===== config.mk =====
export PLATFORM = sky130hd
export DESIGN_NAME = multicycle_control
export DESIGN_NICKNAME = d
export VERILOG_FILES = /design/src/rtl/ctrl_pkg.sv /design/src/rtl/instr_decode.sv /design/src/rtl/multicycle_control.sv
export SDC_FILE = /design/constraint.sdc
export NUM_CORES = 1
export LEC_CHECK = 0
export CAP_MARGIN = 10
export CORE_UTILIZATION = 45
export DETAILED_ROUTE_END_ITERATION = 10
export PLACE_DENSITY = 0.82
export REMOVE_ABC_BUFFERS = 1
export SYNTH_ARGS = -nofsm -noshare
export SYNTH_HDL_FRONTEND = slang
export SYNTH_HIERARCHICAL = 1
export SYNTH_SLANG_ARGS = --single-unit

===== constraint.sdc =====
create_clock -name clk_i -period 2.7 [get_ports clk_i]
set_clock_uncertainty 0.05 [all_clocks]
set_input_delay 0.675 -clock clk_i [delete_from_list [all_inputs] [get_ports clk_i]]
set_output_delay 0.675 -clock clk_i [all_outputs]
set_load 0.01 [all_outputs]

===== src/rtl/ctrl_pkg.sv =====
// Shared constants for the multi-cycle controller: state codes, ALU codes,
// opcode match patterns, operation classes and fixed register addresses.
// Register-address helpers take RA so that every width variant shares one package.
package ctrl_pkg;

  // Controller states
  localparam logic [2:0] S_FETCH = 3'd0;
  localparam logic [2:0] S_EXEC  = 3'd1;
  localparam logic [2:0] S_MEM   = 3'd2;
  localparam logic [2:0] S_HALT  = 3'd3;
  localparam logic [2:0] S_ERR   = 3'd4;

  // ALU operation codes
  localparam logic [3:0] ALU_AND  = 4'b0000;
  localparam logic [3:0] ALU_ADD  = 4'b0001;
  localparam logic [3:0] ALU_SLL  = 4'b0010;
  localparam logic [3:0] ALU_SRL  = 4'b0011;
  localparam logic [3:0] ALU_SUB  = 4'b0100;
  localparam logic [3:0] ALU_SLT  = 4'b0101;
  localparam logic [3:0] ALU_ABS  = 4'b0110;
  localparam logic [3:0] ALU_SEQ  = 4'b0111;
  localparam logic [3:0] ALU_SET  = 4'b1000;
  localparam logic [3:0] ALU_ADDC = 4'b1001;
  localparam logic [3:0] ALU_DEF  = 4'b0001;

  // Opcode patterns, matched against the top bits of the instruction
  localparam logic [1:0] OPC_AND   = 2'b00;
  localparam logic [1:0] OPC_ADD   = 2'b01;
  localparam logic [2:0] OPC_SET   = 3'b110;
  localparam logic [4:0] OPC_SLL   = 5'b11100;
  localparam logic [4:0] OPC_SRL   = 5'b11101;
  localparam logic [4:0] OPC_BRF   = 5'b11110;
  localparam logic [4:0] OPC_SUB   = 5'b11111;
  localparam logic [4:0] OPC_SLT   = 5'b10000;
  localparam logic [4:0] OPC_HALT  = 5'b10001;
  localparam logic [4:0] OPC_LOAD  = 5'b10010;
  localparam logic [4:0] OPC_STORE = 5'b10011;
  localparam logic [4:0] OPC_ABS   = 5'b10100;
  localparam logic [4:0] OPC_SEQ   = 5'b10101;
  localparam logic [4:0] OPC_BRB   = 5'b10110;
  localparam logic [4:0] OPC_ADDC  = 5'b10111;

  // Operation class handed from the decoder to the sequencer
  typedef enum logic [3:0] {
    OP_AND, OP_ADD, OP_SET, OP_SLL, OP_SRL, OP_BRF, OP_SUB, OP_SLT,
    OP_HALT, OP_LOAD, OP_STORE, OP_ABS, OP_SEQ, OP_BRB, OP_ADDC
  } op_e;

  // Fixed operand registers of subsigned
  localparam int SUB_A = 2;
  localparam int SUB_B = 5;

  // Accumulator is the highest register; slt compares the one below it
  function automatic int acc_addr(input int ra);
    return (1 << ra) - 1;
  endfunction

  function automatic int slt_a_addr(input int ra);
    return (1 << ra) - 2;
  endfunction

endpackage


===== src/rtl/instr_decode.sv =====
// Purpose: maps the instruction register to op class, ALU code and register/immediate fields.
// Latency: purely combinational, no state.
// Backpressure: none; outputs follow IR, unused fields are forced to 0.
module instr_decode
  import ctrl_pkg::*;
#(
  parameter int RA = 3
) (
  input  logic [2+2*RA-1:0] ir,
  output op_e               op,
  output logic [3:0]        alu,
  output logic [RA-1:0]     rs,
  output logic [RA-1:0]     rt,
  output logic [RA-1:0]     wr,
  output logic [2*RA-2:0]   imm
);

  localparam int IW   = 2 + 2*RA;
  localparam int IMMW = IW - 3;
  localparam logic [RA-1:0] ACC   = RA'(acc_addr(RA));
  localparam logic [RA-1:0] SLT_A = RA'(slt_a_addr(RA));
  localparam logic [RA-1:0] SUB_RA = RA'(SUB_A);
  localparam logic [RA-1:0] SUB_RB = RA'(SUB_B);

  logic [1:0]    top2;
  logic [2:0]    top3;
  logic [4:0]    top5;
  logic [RA-1:0] r;

  assign top2 = ir[IW-1 -: 2];
  assign top3 = ir[IW-1 -: 3];
  assign top5 = ir[IW-1 -: 5];
  assign r    = ir[RA-1:0];

  // Prefix decode: 2-bit ALU ops, 3-bit set, then the 5-bit opcode space
  always_comb begin
    op  = OP_HALT;
    alu = ALU_DEF;
    rs  = '0;
    rt  = '0;
    wr  = '0;
    imm = '0;
    if (top2 == OPC_AND || top2 == OPC_ADD) begin
      op  = (top2 == OPC_AND) ? OP_AND : OP_ADD;
      alu = (top2 == OPC_AND) ? ALU_AND : ALU_ADD;
      wr  = ir[IW-3:RA];
      rs  = r;
      rt  = ACC;
    end else if (top3 == OPC_SET) begin
      op  = OP_SET;
      alu = ALU_SET;
      imm = ir[IMMW-1:0];
      wr  = ACC;
    end else begin
      case (top5)
        OPC_SLL:   begin op = OP_SLL;   alu = ALU_SLL;  wr = r; rs = r; rt = ACC; end
        OPC_SRL:   begin op = OP_SRL;   alu = ALU_SRL;  wr = r; rs = r; end
        OPC_BRF:   begin op = OP_BRF;   rs = r; end
        OPC_SUB:   begin op = OP_SUB;   alu = ALU_SUB;  rs = SUB_RA; rt = SUB_RB; wr = r; end
        OPC_SLT:   begin op = OP_SLT;   alu = ALU_SLT;  rs = SLT_A; rt = ACC; end
        OPC_HALT:  begin op = OP_HALT; end
        OPC_LOAD:  begin op = OP_LOAD;  rt = ACC; wr = r; end
        OPC_STORE: begin op = OP_STORE; rs = r; rt = ACC; end
        OPC_ABS:   begin op = OP_ABS;   alu = ALU_ABS;  wr = r; rs = r; end
        OPC_SEQ:   begin op = OP_SEQ;   alu = ALU_SEQ;  rs = r; rt = ACC; end
        OPC_BRB:   begin op = OP_BRB;   rs = r; end
        OPC_ADDC:  begin op = OP_ADDC;  alu = ALU_ADDC; rs = r; rt = ACC; wr = ACC; end
        default:   begin op = OP_HALT; end
      endcase
    end
  end

endmodule


===== src/rtl/multicycle_control.sv =====
// Purpose: fetch/execute/memory sequencer owning IR, condition bit and memory timeout.
// Latency: fetch captured in 1 cycle, EXEC 1 cycle, MEM until ack or MEM_TIMEOUT cycles.
// Backpressure: instr_req/instr_valid handshake on fetch; memread/memwrite held until mem_ack.
module multicycle_control
  import ctrl_pkg::*;
#(
  parameter int RA          = 3,
  parameter int MEM_TIMEOUT = 16
) (
  input  logic                clk_i,
  input  logic                rst_n_i,
  output logic                instr_req_o,
  input  logic                instr_valid_i,
  input  logic [2+2*RA-1:0]   instr_i,
  input  logic                cond_i,
  input  logic                mem_ack_i,
  output logic [3:0]          alucontrol_o,
  output logic [RA-1:0]       rs_addr_o,
  output logic [RA-1:0]       rt_addr_o,
  output logic [RA-1:0]       write_addr_o,
  output logic [2*RA-2:0]     immediate_o,
  output logic                regwrite_o,
  output logic                write_data_control_o,
  output logic                memread_o,
  output logic                memwrite_o,
  output logic                branchf_o,
  output logic                branchb_o,
  output logic                pc_en_o,
  output logic                cb_o,
  output logic                done_o,
  output logic                err_o
);

  localparam int IW = 2 + 2*RA;
  localparam int TW = $clog2(MEM_TIMEOUT + 1);
  localparam logic [TW-1:0] TLAST = TW'(MEM_TIMEOUT - 1);

  logic [2:0]      state, state_nxt;
  logic [IW-1:0]   ir;
  logic            cb, cb_nxt;
  logic [TW-1:0]   tcnt, tcnt_nxt;

  op_e             op;
  logic [3:0]      dec_alu;
  logic [RA-1:0]   dec_rs, dec_rt, dec_wr;
  logic [2*RA-2:0] dec_imm;
  logic            fields_on;
  logic            is_load;

  instr_decode #(.RA(RA)) u_decode (
    .ir  (ir),
    .op  (op),
    .alu (dec_alu),
    .rs  (dec_rs),
    .rt  (dec_rt),
    .wr  (dec_wr),
    .imm (dec_imm)
  );

  // Fields only mean something while an instruction is in flight; elsewhere
  // they read 0 so reset/idle/halted outputs are all quiet.
  assign fields_on    = (state == S_EXEC) || (state == S_MEM);
  assign alucontrol_o = fields_on ? dec_alu : '0;
  assign rs_addr_o    = fields_on ? dec_rs  : '0;
  assign rt_addr_o    = fields_on ? dec_rt  : '0;
  assign write_addr_o = fields_on ? dec_wr  : '0;
  assign immediate_o  = fields_on ? dec_imm : '0;
  assign is_load      = (op == OP_LOAD);
  assign cb_o         = cb;

  // Next-state, condition-bit, timeout and per-cycle strobe generation
  always_comb begin
    state_nxt            = state;
    cb_nxt               = cb;
    tcnt_nxt             = tcnt;
    instr_req_o          = 1'b0;
    regwrite_o           = 1'b0;
    write_data_control_o = 1'b0;
    memread_o            = 1'b0;
    memwrite_o           = 1'b0;
    branchf_o            = 1'b0;
    branchb_o            = 1'b0;
    pc_en_o              = 1'b0;
    done_o               = 1'b0;
    err_o                = 1'b0;
    case (state)
      S_FETCH: begin
        instr_req_o = 1'b1;
        if (instr_valid_i) state_nxt = S_EXEC;
      end
      S_EXEC: begin
        state_nxt = S_FETCH;
        pc_en_o   = 1'b1;
        case (op)
          OP_AND: regwrite_o = 1'b1;
          OP_ADD, OP_SET, OP_SLL, OP_SRL, OP_SUB, OP_ABS, OP_ADDC: regwrite_o = !cb;
          OP_SLT, OP_SEQ: cb_nxt = cond_i;
          OP_BRF: branchf_o = cb;
          OP_BRB: branchb_o = cb;
          OP_LOAD, OP_STORE: begin
            // CB set predicates the access off: behave as a plain fall-through
            if (!cb) begin
              state_nxt = S_MEM;
              pc_en_o   = 1'b0;
              tcnt_nxt  = '0;
            end
          end
          OP_HALT: begin
            state_nxt = S_HALT;
            pc_en_o   = 1'b0;
          end
          default: ;
        endcase
      end
      S_MEM: begin
        memread_o            = is_load;
        memwrite_o           = !is_load;
        write_data_control_o = is_load;
        // Ack is checked first so an ack in the final allowed cycle completes normally
        if (mem_ack_i) begin
          regwrite_o = is_load;
          pc_en_o    = 1'b1;
          state_nxt  = S_FETCH;
        end else begin
          tcnt_nxt = tcnt + TW'(1);
          if (tcnt == TLAST) state_nxt = S_ERR;
        end
      end
      S_HALT: done_o = 1'b1;
      S_ERR: begin
        done_o = 1'b1;
        err_o  = 1'b1;
      end
      default: state_nxt = S_FETCH;
    endcase
  end

  // State, IR (loaded only in FETCH), condition bit and timeout counter
  always_ff @(posedge clk_i or negedge rst_n_i) begin
    if (!rst_n_i) begin
      state <= S_FETCH;
      ir    <= '0;
      cb    <= 1'b0;
      tcnt  <= '0;
    end else begin
      state <= state_nxt;
      cb    <= cb_nxt;
      tcnt  <= tcnt_nxt;
      if (state == S_FETCH && instr_valid_i) ir <= instr_i;
    end
  end

endmodule


# Word-level counts from Yosys, hierarchy flattened
# Index checks and enable logic that the tools add are counted.
# totals
input_bits,13
out_inout_bits,29
word_cells,111
ff_bits,17
# classes
n_addsub,1
bitwise_logic,1
n_mux,49
eq_ne,37
n_reduce_logical,19
# op_table
op,count
"equality test 5 bit, second input constant",11
one-hot mux 4 bit (11 select lines),1
2-to-1 mux 3 bit,12
2-to-1 mux 5 bit,6
"equality test 4 bit, second input constant",7
one-hot mux 4 bit (7 select lines),1
2-to-1 mux 4 bit,5
"equality test 4 x 3 -> 1 bit, second input constant",4
2-to-1 mux 1 bit,13
one-hot mux 3 bit (2 select lines),2
one-hot mux 3 bit (4 select lines),1
one-hot mux 5 bit (2 select lines),1
one-hot mux 3 bit (3 select lines),1
"equality test 4 x 2 -> 1 bit, second input constant",2
one-hot mux 1 bit (2 select lines),4
OR reduction 8 bit,1
OR reduction 7 bit,1
"equality test 3 x 2 -> 1 bit, second input constant",2
"equality test 3 bit, second input constant",2
"!= test 2 bit, second input constant",3
OR reduction 2 bit,3
OR reduction 6 bit,1
"adder 5 x 1 -> 5 bit, second input constant",1
"equality test 5 x 4 -> 1 bit, second input constant",1
19 further kinds,21

# Logic depth before layout (Yosys ltp)
# Gate-level depths: netlist of run 1.
# logic_depth
depth_word,8
mapped_depth,8
depth_no_buf,6

# Cells and area by module
# Netlist of run 1, hierarchy kept.
# modules_own_cells
mod,cells_per_inst,area_per_inst_um2,n_inst
multicycle_control,124,1199.9,1
instr_decode,80,560.5,1

# Least setup slack after synthesis of run 1
# No wires, ideal clock.
# synth_path
kind,register -> output
startpoint,reg ir[6]
endpoint,out write_data_control_o
path_stages_with_launch,9
n_path_buf,3
arrival_time_ns,2.116
path_slack_ns,-0.141
cell_sequence,dfrtp_1 > nor2b_1 > buf_2 > o21a_1 > a21oi_1 > clkbuf_1 > nor4bb_1 > and2_1 > buf_4
# synth_via
elab_chain_cells,6
elab_cells_between_ends,21
# synth_rtl
element,line_no,rtl
from (decl),multicycle_control.sv:39,logic [IW-1:0] ir;
from (signal assigned),multicycle_control.sv:149,if (state == S_FETCH && instr_valid_i) ir <= instr_i;
equality test 5 bit,instr_decode.sv:55,case (top5)
one-hot mux 4 bit (11 select lines),instr_decode.sv:55,
2-to-1 mux 4 bit,instr_decode.sv:49,end else if (top3 == OPC_SET) begin
2-to-1 mux 4 bit *,instr_decode.sv:43,if (top2 == OPC_AND || top2 == OPC_ADD) begin
net op[0],multicycle_control.sv:43,op_e op;
equality test 4 bit *,multicycle_control.sv:68,assign is_load = (op == OP_LOAD);
2-to-1 mux 1 bit *,n/a,
to (decl),multicycle_control.sv:23,"output logic write_data_control_o,"
# The timed path passes the listed nets; every way through them passes the cells marked *.

# Worst setup path in the final report of run 1
# layout_path
startpoint,reg ir[5]
endpoint,out regwrite_o
# layout_via
elab_chain_cells,8
elab_cells_between_ends,28
# layout_rtl
element,line_no,rtl
equality test 5 bit,instr_decode.sv:55,
one-hot mux 4 bit (11 select lines),instr_decode.sv:55,
2-to-1 mux 4 bit *,instr_decode.sv:49,
2-to-1 mux 4 bit *,instr_decode.sv:43,
net op[2],multicycle_control.sv:43,
equality test 4 x 1 -> 1 bit (tied with other cells),multicycle_control.sv:94,case (op)
OR reduction 7 bit,multicycle_control.sv:94,
one-hot mux 1 bit (2 select lines),multicycle_control.sv:94,
one-hot mux 1 bit (2 select lines) *,multicycle_control.sv:86,case (state)
to (decl),multicycle_control.sv:22,"output logic regwrite_o,"
# Marked as above.

==> results of run 1 <==
flip-flops by register name (all words and copies together), names as in the netlist:
register  cells
ir            8
cb_o          1
tcnt          5
state         3
power breakdown:
part	leakage (nW)	internal (mW)	switching, mW
clock	0.0228	0.105	0.0887
sequential	0.203	0.368	0.140
combinational	0.972	1.40	1.36
total	1.20	1.88	1.59
cell families after synthesis:
logic type / after synthesis / share of synthesized area, %
and+or+nand+nor: 92 / 34.4
AOI/OAI and AO/OA: 47 / 21.0
buffers and inverters: 32 / 10.6
DFF: 17 / 24.2
muxes: 11 / 6.82
adders and majority gates: 3 / 1.99
xor gates and xnor gates: 2 / 0.995
routing by layer:
| metal | vias to the layer above | wire length [um] | track usage (%) | share of wire, % |
|---|---|---|---|---|
| met1 | 865 | 2200 | 33.6 | 44 |
| met5 | - | 0 | 0 | 0 |
| met4 | 0 | 68 | 5.83 | 1.3 |
| li1 | 881 | - | - | - |
| met2 | 69 | 2560 | 39.9 | 51 |
| met3 | 8 | 212 | 1.76 | 4.2 |
synth_stat cells (2+ instances only):
library cell and instances:
a211o_1 2, a21o_1 2, a21oi_1 7, a2bb2oi_1 2, a31oi_1 2, a41oi_1 3
and3_1 4, buf_2 8, buf_4 4, buf_6 4, clkbuf_1 4, dfrtp_1 17
ha_1 2, inv_1 10, mux2_2 8, mux2i_1 3, nand2_1 11, nand2b_1 6
nand3_1 9, nand3b_1 3, nor2_1 7, nor2b_1 23, nor3_1 6, nor4_1 3
nor4b_1 3, nor4b_4 2, o211ai_1 3, o21a_1 2, o21ai_0 7, o21ai_1 2
o21bai_1 2, o22ai_1 3, or3b_2 2
metrics by stage:
stage	cell area, um2	setup WS (ps)	power (mW)	utilization (%)	instances
floorplan	1620	-335	1.85	-	183
global placement	2380	-240	2.90	64.0	311
detailed placement	2380	-269	2.97	64.0	311
CTS	2500	-229	3.21	67.4	323
global route	2590	-183	3.71	69.8	325
finish	2590	-92.3	3.47	69.8	325
area by class of cell:
cell class	count	area share (%)
multi-input combinational	155	49.5
timing repair buffer	90	28.4
sequential	17	16.4
tap	48	2.32
clock buffer	4	1.74
inverter	11	1.59
final timing paths:
path | startpoint | to | slack [ps] | cells after the start
worst max-delay path | ir[5] | regwrite_o | -90 | 7
worst min-delay path | tcnt[4] | tcnt[4] | 500 | 2
worst max register to register | ir[5] | cb_o | -80 | 12
worst min register to register | tcnt[4] | tcnt[4] | 500 | 2
max in group asynchronous | rst_n_i | ir[5] | 1200 | 1
min in group asynchronous | rst_n_i | cb_o | 840 | 1
critical path: stages, from the launching register on:
cell	delay, ps
dfrtp_2	450
or4_4	520
a21oi_4	200
buf_6	160
nand2_1	80
a41oi_2	220
o21ai_2	60
buf_2	130
what timing repair did:
action | 4_1_cts | 5_1_grt
endpoints found under the setup margin | 25 | 14
setup buffers | 8 | 2
resized for setup | 49 | 32
pin swaps | 7 | 7
hold buffers | 0 | 0
==> reports/metrics.cfg, run 1 <==
[run_status]
status = finished, violations left
violations = setup timing

[timing]
min_period_ps = 2790
drv_slew = 0
maxSlewHeadroom_pct = 45.7
max_freq_mhz = 358
finalSetupTns_ps = -298
fin_hold_ws_ps = 498
hold_viol = 0
min_period_over_period_pct = 103
fin_ws_ps = -92.3
rsz0062_at_grt = true
finalSetupViolCount = 4
worstMarginPinSlew_ps = 813

[critical_path]
worstSetupStartpointType = register
crit_required_ps = 1980
crit_path_end_kind = output port
cp_data_arrival_time_ps = 2070
cp_max_fo = 6
path_class = register to output port

[global_route]
grt_max_degree = 19
antenna_found_initial = 0
grt_pass1_wl_um = 7930
grt_overflow = 0
grt_pass1_vias = 1670
grt_util_all_layers_pct = 24.0

[clocking]
clkLatencyLatePin_ps = 250
clk_path_buf_depth = 2
htreeDepth = 1
cts_buffers = 3
clock_sinks = 17
cts_root_buf = clkbuf_8
tritoncts = done
clk_pin_slew_worst_paths_ps = 70

[cells_and_area]
fillers = 293
layout_common_cells = buf_4 (44), nor2b_1 (22), dfrtp_1 (16), clkdlybuf4s50_1 (16), dlygate4sd2_1 (16)
drive_above_1_share_pct = 37.5
register_area_um2 = 427
antenna_cells = 0
mostFrequentLayoutCell = buf_4
final_nets = 293
multi_input_area_um2 = 1280
area_growth_pct = 47.3

[floorplan]
top_level_ports = 42
start_util_pct = 47.4
die_h_um = 64.5
core-area_um2 = 3720
rows = 22
die_x_um = 64.5
die_area_um2 = 4170

[routing]
drt-total-wl_um = 5040
wl_per_cell_um = 15.5
dr.pass1.iters = 4
dr.first_iter.drc_count = 142
drcViolationCount = 0
vias = 1823
ant_nets = 0
viasPerCell = 5.61

[synth]
synth_area_um2 = 1760
synth_edf_count = 0
ys_ff_latch = 17
ys_seq_area_share_pct = 24.2
synth_area_leaders = dfrtp_1 (24%), nor2b_1 (8.2%), mux2_2 (5.1%)
yosysWarnings = 6
yosys.area.top_type = dfrtp_1
syn_avg_cell_area_um2 = 8.63
syn_inst = 204
yosys.cell_types.count = 61
synthArstFlopShare_pct = 100
synth_top_area_share_pct = 24.2
ys.flop_type = dfrtp_1

[place]
io_buffers = 41
dp_hpwl_um = 3370
place_congestion = 0.864

[power_and_ir_drop]
p_per_area_nw_per_um2 = 1340
ir_drop_mv = 0.720
power_leakage_nw = 1.20

[min_path]
hold_class = register to register

[run]
timing.max_cap.violations = 0

Power figures use the tool's default switching activity.
==> inputs of run 2 (changes only) <==
Settings changed: ABC_CLOCK_PERIOD_IN_PS set to 2700, PLACE_DENSITY 0.82 to 0.72, SKIP_LAST_GASP set to 1.
==> reports/metrics.cfg, run 2 (synthesis results as in run 1) <==
[run_status]
status = finished, violations left
violations = setup timing

[floorplan]
core-area_um2 = 3720
die_h_um = 64.5
top_level_ports = 42
rows = 22
die_area_um2 = 4170
die_x_um = 64.5
start_util_pct = 47.4

[clocking]
clk_pin_slew_worst_paths_ps = 60
cts_buffers = 3
tritoncts = done
clkLatencyLatePin_ps = 250
holdBufCountCts = 0
clock_sinks = 17
cts_root_buf = clkbuf_8
clk_path_buf_depth = 2
htreeDepth = 1

[routing]
viasPerCell = 5.47
dr.pass1.iters = 4
drcViolationCount = 0
vias = 1760
drt-total-wl_um = 4420
dr.first_iter.drc_count = 72
ant_nets = 0
wl_per_cell_um = 13.7

[timing]
hold_viol = 0
drv_slew = 0
min_period_ps = 2770
finalSetupViolCount = 3
min_period_over_period_pct = 102
maxSlewHeadroom_pct = 62.4
fin_ws_ps = -67.4
worstMarginPinSlew_ps = 562
rsz0062_at_grt = true
finalSetupTns_ps = -152
max_freq_mhz = 361

[critical_path]
crit_path_end_kind = output port
crit_required_ps = 1980
worstSetupStartpointType = register
cp_max_fo = 10
r2r_cells = 8
cp_data_arrival_time_ps = 2040
reg2reg_from = ir[5]
r2r_slack_ps = 380
path_class = register to output port
worstReg2RegEnd = cb_o
cp-startpoint = ir[5]

[min_path]
hold_class = register to register
min_from = tcnt[4]
holdPathStages = 2
min_to = tcnt[4]

[cells_and_area]
multi_input_area_um2 = 1290
final_nets = 290
largest_reg_flops = 8
mostFrequentLayoutCell = buf_4
layout_common_cells = buf_4 (39), nor2b_1 (21), dfrtp_1 (16), clkdlybuf4s50_1 (16), dlygate4sd2_1 (14)
area_growth_pct = 48.5
antenna_cells = 0
fin_util_pct = 70.4
register_area_um2 = 427
fillers = 300
drive_above_1_share_pct = 37.2
biggestRegsByFlops = ir: 8 flops, tcnt: 5 flops, state: 3 flops
top_register = ir

[global_route]
grt_overflow = 0
grt_pass1_vias = 1527
grt_max_degree = 19
grt_pass1_wl_um = 6960
grt_util_all_layers_pct = 20.6
antenna_found_initial = 0

[power_and_ir_drop]
power_leakage_nw = 1.25
p_sw_mw = 1.55
p_int_mw = 1.90
p_per_area_nw_per_um2 = 1320
swShare_pct = 45.0
seqPwrFrac_pct = 14.6
power_frac_clock_pct = 5.4
p_comb_share_pct = 80.0
finalPower_mw = 3.45
ir_drop_mv = 0.635

[run]
timing.max_cap.violations = 0

[place]
place_congestion = 0.802
io_buffers = 41
dp_hpwl_um = 3140

-- run 2: power by group through the flow --
stage                     Sequential [mW]  Combinational, mW  Clock (mW)
after global routing                0.521               2.97       0.197
after floorplan                     0.619               1.23           0
after detailed placement            0.493               2.47           0
after CTS                           0.487               2.56       0.192
after global placement              0.486               2.44           0
final                               0.505               2.76       0.187
-- run 2: metrics by stage --
step	instance area, um2	cells	hold slack [ps]	setup slack [ps]
after floorplan	1620	183	329	-335
after global placement	2390	312	451	-182
after detailed placement	2390	312	456	-241
after CTS	2500	320	506	-264
after global routing	2620	322	518	-161
final	2620	322	491	-67.4
-- run 2: worst max-delay path, stage by stage, from the launching register on --
cell and delay (ps):
dfrtp_2 450, buf_4 170, nor3_1 180, nor3_2 100, buf_4 180, nor4_2 350, a41oi_2 50, o21ai_0 160
clkbuf_2 160
-- run 2: cell type report --
class | instances | share of cell area [%]
multi-input cells | 155 | 49.3
repair buffers | 87 | 28.8
flip-flops and latches | 17 | 16.3
well taps | 48 | 2.30
clock buffers | 4 | 1.72
inverters | 11 | 1.58
-- run 2: repair_timing --
item,in CTS,in global routing
pin swaps,5,7
setup buffers,4,2
hold endpoints to repair,0,0
endpoints found under the setup margin,25,12
resized for setup,49,36
-- run 2: worst max-delay path by stage --
| stage | end | slack (ps) | cells past startpoint |
|---|---|---|---|
| 6_report | regwrite_o | -70 | 8 |
| 5_1_grt | regwrite_o | -160 | 7 |
| 4_1_cts | pc_en_o | -260 | 9 |
| 3_5_place_dp | pc_en_o | -240 | 7 |
| 3_3_place_gp | regwrite_o | -180 | 7 |
| 2_1_floorplan | memread_o | -330 | 5 |
-- run 2: metal layers --
layer,GRT usage [%],share of wire [%],up-vias
met4,4.72,0.70,0
met1,28.2,49,843
met3,2.11,2.7,4
met2,34.7,48,33
li1,-,-,880
met5,0,0,-
==> inputs of run 3 (changes only) <==
Settings changed: HOLD_SLACK_MARGIN set to 0.12.
==> results of run 3 <==
The final DEF is identical to that of run 2; final timing and power are the same.
